File: src/rtl/tse_ddr_avalon_slave_responder.sv
// Avalon-MM pipelined slave: word memory, fixed-latency in-order reads,
// bounded outstanding reads, programmable write wait-states, packet-end flag.
module tse_ddr_avalon_slave_responder #(
  parameter int unsigned ADDR_WIDTH        = 6,
  parameter int unsigned READ_LATENCY      = 3,
  parameter int unsigned MAX_PENDING       = 2,
  parameter int unsigned WRITE_WAIT_CYCLES = 1,
  parameter int unsigned PACKET_WORDS      = 8
) (
  input  logic                  clk,
  input  logic                  reset_n,
  input  logic [ADDR_WIDTH-1:0] address,
  input  logic [3:0]            byteenable,
  input  logic                  read,
  input  logic                  write,
  input  logic [31:0]           writedata,
  output logic                  waitrequest,
  output logic [31:0]           readdata,
  output logic                  readdatavalid,
  output logic                  endofpacket
);

  localparam int unsigned DEPTH = 2 ** ADDR_WIDTH;
  localparam int unsigned PW    = $clog2(MAX_PENDING + 1);
  localparam int unsigned LAST  = READ_LATENCY - 1;

  localparam logic [PW-1:0]         PEND_MAX = PW'(MAX_PENDING);
  localparam logic [2:0]            WAIT_MAX = 3'(WRITE_WAIT_CYCLES);
  localparam logic [ADDR_WIDTH-1:0] EOP_MASK = ADDR_WIDTH'(PACKET_WORDS - 1);

  logic [31:0]             r_mem [DEPTH];
  logic [31:0]             r_dat [READ_LATENCY];
  logic [READ_LATENCY-1:0] r_vld;
  logic [READ_LATENCY-1:0] r_eop;
  logic [31:0]             r_rd_hold;
  logic [PW-1:0]           r_pending;
  logic [2:0]              r_wcnt;

  logic                    w_acc_rd;
  logic                    w_acc_wr;
  logic                    w_eop;

  // Read takes priority when both strobes are high; the write is simply ignored.
  always_comb begin
    waitrequest = 1'b0;
    if (!reset_n)
      waitrequest = 1'b1;
    else if (read)
      waitrequest = (r_pending == PEND_MAX);
    else if (write)
      waitrequest = (r_wcnt != WAIT_MAX);
  end

  assign w_acc_rd = read & ~waitrequest;
  assign w_acc_wr = write & ~read & ~waitrequest;
  assign w_eop    = ((address & EOP_MASK) == EOP_MASK);

  always_ff @(posedge clk or negedge reset_n) begin
    if (!reset_n) begin
      r_wcnt <= '0;
    end else if (!write || read || w_acc_wr) begin
      r_wcnt <= '0;
    end else begin
      r_wcnt <= r_wcnt + 3'd1;
    end
  end

  always_ff @(posedge clk or negedge reset_n) begin
    if (!reset_n) begin
      r_pending <= '0;
    end else begin
      case ({w_acc_rd, readdatavalid})
        2'b10:   r_pending <= r_pending + PW'(1);
        2'b01:   r_pending <= r_pending - PW'(1);
        default: r_pending <= r_pending;
      endcase
    end
  end

  always_ff @(posedge clk or negedge reset_n) begin
    if (!reset_n) begin
      r_vld     <= '0;
      r_eop     <= '0;
      r_rd_hold <= '0;
    end else begin
      for (int unsigned i = LAST; i > 0; i--) begin
        r_vld[i] <= r_vld[i-1];
        r_eop[i] <= r_eop[i-1];
      end
      r_vld[0] <= w_acc_rd;
      r_eop[0] <= w_acc_rd & w_eop;
      if (r_vld[LAST])
        r_rd_hold <= r_dat[LAST];
    end
  end

  // Memory and read-data stages carry no reset; only the valid tags are cleared.
  always_ff @(posedge clk) begin
    if (w_acc_wr) begin
      for (int unsigned b = 0; b < 4; b++) begin
        if (byteenable[b])
          r_mem[address][8*b +: 8] <= writedata[8*b +: 8];
      end
    end
    r_dat[0] <= r_mem[address];
    for (int unsigned i = LAST; i > 0; i--)
      r_dat[i] <= r_dat[i-1];
  end

  assign readdatavalid = r_vld[LAST];
  assign endofpacket   = r_vld[LAST] & r_eop[LAST];
  assign readdata      = r_vld[LAST] ? r_dat[LAST] : r_rd_hold;

endmodule

File: config.mk
export PLATFORM = sky130hd
export DESIGN_NAME = tse_ddr_avalon_slave_responder
export DESIGN_NICKNAME = d
export VERILOG_FILES = /design/src/rtl/tse_ddr_avalon_slave_responder.sv
export SDC_FILE = /design/constraint.sdc
export NUM_CORES = 2
export LEC_CHECK = 0
export BUFFER_PORTS_ARGS = -buffer_cell sky130_fd_sc_hd__buf_4
export CAP_MARGIN = 10
export CORE_ASPECT_RATIO = 1.5
export CORE_MARGIN = 4
export CORE_UTILIZATION = 40
export DETAILED_ROUTE_END_ITERATION = 6
export GPL_ROUTABILITY_DRIVEN = 0
export PLACE_DENSITY = 0.58
export SYNTH_ARGS = -nofsm -noshare
export SYNTH_HDL_FRONTEND = slang
export SYNTH_SLANG_ARGS = --single-unit
File: constraint.sdc
create_clock -name clk -period 4.1 [get_ports clk]
set_input_delay 0.41 -clock clk [delete_from_list [all_inputs] [get_ports clk]]
set_output_delay 0.41 -clock clk [all_outputs]
set_load 0.1 [all_outputs]
## Yosys cells after proc, flatten, opt, wreduce, memory -nomap -nowiden

Memory sizes are Yosys's and may differ from the RTL's.
Cells that the tools add are included.

- Add/sub/neg operators: 3
- Equality and inequality tests: 5
- Mux-type cells: 18
- Bitwise logic cells: 7
- Reduce and logical (&&, ||, !) cells: 4

Operator list:

| operator | count |
|---|---|
| $mux 32 | 1 |
| $mux 1 | 15 |
| $and 1x1->1 | 5 |
| $eq 2x2->1 const B | 2 |
| $pmux 2 s2 | 1 |
| $add 3x1->3 const B | 1 |
| $eq 3x3->1 const B | 1 |
| $mux 3 | 1 |
| $ne 3x1->1 const B | 1 |
| $add 2x1->2 const B | 1 |
| $eq 2x1->1 const B | 1 |
| $logic_or 1x1->1 | 2 |
| $not 1->1 | 2 |
| $reduce_bool 2->1 | 1 |
| $sub 2x1->2 const B | 1 |
| $logic_not 1->1 | 1 |

- Register bits: 43
- Memory bits (writable): 2144
- Input bits: 46
- Output and inout port bits: 35
- Word-level logic and storage cells: 44
- Memories kept: 2

Memories:

| memory | words | bits a word | read ports | clocked after memory_dff | write ports | RTL line | text |
|---|---|---|---|---|---|---|---|
| r_mem | 64 | 32 | 1 | 0 | 1 | 31 | `logic [31:0] r_mem [DEPTH];` |
| r_dat | 3 | 32 | 3 | 0 | 3 | 32 | `logic [31:0] r_dat [READ_LATENCY];` |

## Longest topological paths before layout

- Depth in word-level cells: 8
- Gate-level depth with buffers: 11
- Gate-level depth less buffers: 6

## Worst setup path after synthesis

No wires, ideal clock.

- Path type: register -> register
- Start point: register r_wcnt[0]
- End point: register r_wcnt[2]
- Library setup time: 0.086 ns
- Data arrival time: 4.813 ns
- Required time: 4.014 ns
- Path slack: -0.799 ns
- Stages on the path, launching flop included: 6
- Buffers on the path: 0
- Period minus slack after synthesis: 4.899 ns
- Cell sequence: dfrtp_1 ha_1 nor2b_1 o311ai_0 nand3b_1 nor2_1

- Word-level cells in the longest chain between the ends: 8
- Elaborated cells between the ends (all ways): 9
- Those cells by class: 1 x add/sub; 1 x eq/ne; 4 x mux; 2 x bitwise; 1 x reduce/logical

RTL lines:

| element | RTL line | text |
|---|---|---|
| start: declaration | 37 | `logic [2:0] r_wcnt;` |
| start signal: assignment | 64 | `r_wcnt <= r_wcnt + 3'd1;` |
| $ne 3x1->1 | 51 | `waitrequest = (r_wcnt != WAIT_MAX);` |
| $mux 1 | 50 | `else if (write)` |
| $mux 1 | 48 | `else if (read)` |
| $mux 1 | 46 | `if (!reset_n)` |
| via waitrequest | 17 | `output logic waitrequest,` |
| $not 1->1 | 55 | `assign w_acc_wr = write & ~read & ~waitrequest;` |
| $and 1x1->1 | 55 |  |
| $logic_or 1x1->1 | 61 | `end else if (!write \|\| read \|\| w_acc_wr) begin` |
| $mux 3 | 61 |  |

The timed path passes the listed nets, and every way through them passes these cells.
A chain may end at the register's enable or synchronous reset.

==> results list <==
- Final hold analysis gives a worst-case slack of approximately 110 ps.
- Type of element launching the critical path: primary input
- The later pin in the worst-skew pair is clocked with a latency of between 800 and 900 ps.
- Sum of negative setup slack: 0 ps
- Of the total synthesized cell area, the portion taken by full adders, half adders and majority gates is 0.000449.
- After synthesis, the cell types taking the most area are sky130_fd_sc_hd__edfxtp_1 74%, sky130_fd_sc_hd__a221oi_1 3.7%, sky130_fd_sc_hd__mux4_2 2.7%.
- On the final layout, the worst clock skew is 42.8 ps.
* Fmax: between 0.3 and 0.4 GHz
- Count of cells along the worst hold path: 1
- Clock transition at the registers of the reported paths: around 70 ps
* Main combinational cell family by area after synthesis: compound AO/OA/AOI/OAI gates
* Max clock buf depth: 4
* RSZ-0062 raised after global routing: false
- XOR/XNOR share of the synthesized area: 0.000419
- After synthesis, the share of cell area in mux cells is 0.0418.
- STA puts the critical path data required time at about 4800 ps.
- Synth Flop Type: sky130_fd_sc_hd__edfxtp_1
- The final reports fail on DRC.
- Most common library cell in the layout ignoring fill and taps: sky130_fd_sc_hd__edfxtp_1
- After detailed routing, the number of vias per cell comes to 6.38.
* Crit path time final: approximately 3300 ps
- Final period utilization: 0.802
- Number of remaining DRC errors: 4
- EDFF count, synth: ~2000
- The floorplan has slightly above 200 rows.
- Final non-filler cell area: roughly 97000 um^2
- Number of antenna violations at the first check in global routing: 36
- Total track usage: 0.282
* Floorplan die width: roughly 380 um
* Complex-gate fraction of the synthesized area: 0.0991
* Pin count of the biggest net entering global routing: 91
* Cell count after placement: slightly below 8000
- The share of synthesized area in the top cell type comes to 0.735.
- The setup path with the least slack is of type primary input to register.
- Clock sinks: 2187
- Cell area after synthesis: 83600 um^2
- Length of the first detailed-routing pass in iterations: 7
- Measured against its own limit, the worst slew margin works out to 0.0738.
- Core ar.: around 210000 um^2
- CTS H-tree depth: 4
- The HPWL after detailed placement is between 200 and 250 mm.
- Critical Path Fanout Max: just under 70
* Number of buffers added by the clock tree synthesis step: 196
* Routed wire length: 314 mm
* Initial Utilization: 0.402
- Element type at the critical path end: register
- For this run, the register share of the synthesized area comes to 0.771.
* Number of setup violations in the final report: 0
- Drt first-iter violations: between 8000 and 9000
- Top library cells by usage in the layout, fill and taps aside: 2048 x sky130_fd_sc_hd__edfxtp_1, 545 x sky130_fd_sc_hd__buf_4, 354 x sky130_fd_sc_hd__a221oi_1, 296 x sky130_fd_sc_hd__nor2_1, 253 x sky130_fd_sc_hd__a22oi_1
* Number of gates resized after cts: 0
- In this run the clock root is driven by a sky130_fd_sc_hd__clkbuf_16.
- Cell count after synthesis: slightly below 5000
- Relative to the synthesized area, the layout overhead comes to 15.4%.
- During synthesis, Yosys emitted a total of 0 warnings.
- sky130_fd_sc_hd__edfxtp_1 takes more of the synthesized area than any other cell.
- The final number of max-transition violations was 0.
* Number of I/O pins: 81
- Layout cell share with drive strength beyond 1: 0.206
* Antenna-violating nets left: 0
* Post-placement cell area: between 90000 and 100000 um^2
- The run finished, with violations left.
* Leakage component of the power: between 0.03 and 0.04 uW
* Post-synthesis share of cell area spent on and, or, nand and nor gates: 0.0638
* Endpoint arrival time on the critical path: roughly 4000 ps
* Cts hold-fix bufs: 4
* Setup bufs post-CTS: 0
- In this run the mean area of a mapped cell was about 17 um^2.
- Area of the die: roughly 220000 um^2
- Global routing finished with a remaining overflow of 0.
- The net count of the finished layout is ~5300.
- For the pin with the worst max-slew slack, the measured transition is ~1400 ps.
- Peak VDD IR: between 400 and 500 uV
* R2R cell count: 8
* Final Hold Vio Count: 0
* Via count: approximately 53000
- Number of distinct standard cells referenced by the synthesized netlist: 77
- The count of buffers added on input and output ports is 80.
- Worst min-delay path class: primary input to register
* Cell area power density: ~490 nW/um^2
- The first global-routing pass estimated around 420 mm of wire.
- After layout, the design draws a total of 47200 uW.
- Counting flops and latches in the post-synthesis netlist gives 2187.
- Ys async rst share: 0.0197
- Count of placed standard cells in the final layout, fillers left out: between 8000 and 9000
* Die height: between 500 and 600 um
- Clock tree from TritonCTS: built
- Syn Nets: 4949
* Routed length per instance: 38.0 um
- Max-cap violations in this run came to 0.
- Vias in the first global route: approximately 50000
==> registers in the layout, indices dropped and copies added (netlist names) <==
register,count
r_rd_hold,32
r_dat,96
r_wcnt,3
r_mem,2048
r_pending,2
r_vld,3
r_eop,3
==> power breakdown <==
group	total, uW	switching (uW)	leakage [uW]	internal, uW
combinational	3940	2980	0.00767	959
sequential	24900	196	0.0197	24700
clock	18300	8180	0.00305	10200
==> path summary, 6_finish.rpt <==
check	start	to	slack, ps
max	address[1]	r_dat[0][28]	810
min in group asynchronous	reset_n	r_rd_hold[1]	280
max in group asynchronous	reset_n	r_vld[2]	3400
min reg2reg	r_dat[0][40]	r_dat[0][72]	320
max reg2reg	r_wcnt[1]	r_mem[36][3]	920
min	writedata[1]	r_mem[28][1]	110
==> logic make-up (layout without fill, tap and decap cells) <==
kind of cell	after synthesis	count (layout)
flops	2187	2187
compound gates	1104	1104
simple gates	986	986
buf+inv	401	947
mux	215	215
xor+xnor	4	4
fa+ha+maj	3	3
other cells	0	25
==> synth_stat cells (43+ instances only) <==
cell type and number:
sky130_fd_sc_hd__edfxtp_1 2048, sky130_fd_sc_hd__a221oi_1 354, sky130_fd_sc_hd__nor2_1 296, sky130_fd_sc_hd__a22oi_1 253, sky130_fd_sc_hd__clkbuf_1 185, sky130_fd_sc_hd__nand2_1 157, sky130_fd_sc_hd__a21oi_1 138, sky130_fd_sc_hd__buf_2 134
sky130_fd_sc_hd__nand3b_1 129, sky130_fd_sc_hd__o22ai_1 120, sky130_fd_sc_hd__mux4_2 99, sky130_fd_sc_hd__dfxtp_1 96, sky130_fd_sc_hd__nor3_1 90, sky130_fd_sc_hd__mux2_2 84, sky130_fd_sc_hd__o21ai_0 54, sky130_fd_sc_hd__nand3_1 53
sky130_fd_sc_hd__or3b_2 45, sky130_fd_sc_hd__dfrtp_1 43
==> critical path, stage by stage <==
cell and delay (ps):
sky130_fd_sc_hd__buf_8 480, sky130_fd_sc_hd__buf_4 480, sky130_fd_sc_hd__mux4_2 490, sky130_fd_sc_hd__o21ai_1 490
sky130_fd_sc_hd__a21oi_1 90, sky130_fd_sc_hd__nor4_1 1110, sky130_fd_sc_hd__nand4_1 260
==> routing by layer <==
metal	vias up	track usage	routed length, um
li1	20871	-	-
met1	27025	0.329	103000
met2	3828	0.445	145000
met3	1016	0.0682	33800
met4	8	0.230	31400
met5	-	0	54
==> per-stage QoR <==
| stage | setup WS (ps) | util |
|---|---|---|
| 2_1_floorplan | 516 | - |
| 3_3_place_gp | 130 | 0.433 |
| 3_5_place_dp | 88.1 | 0.433 |
| 4_1_cts | 998 | 0.464 |
| 5_1_grt | 814 | 0.464 |
| 6_report | 813 | 0.464 |
==> area by class of cell <==
cell class / count / area (um^2)
clock inverter: 109 / 1010
tap: 2794 / 3500
clock buffer: 244 / 5220
fill: 17732 / 112000
antenna: 25 / 62.6
timing repair buffer: 587 / 4870
inverter: 7 / 33.8
multi-input combinational: 2312 / 17300
sequential: 2187 / 64500
Note: power is estimated with default switching activity, not from simulation.
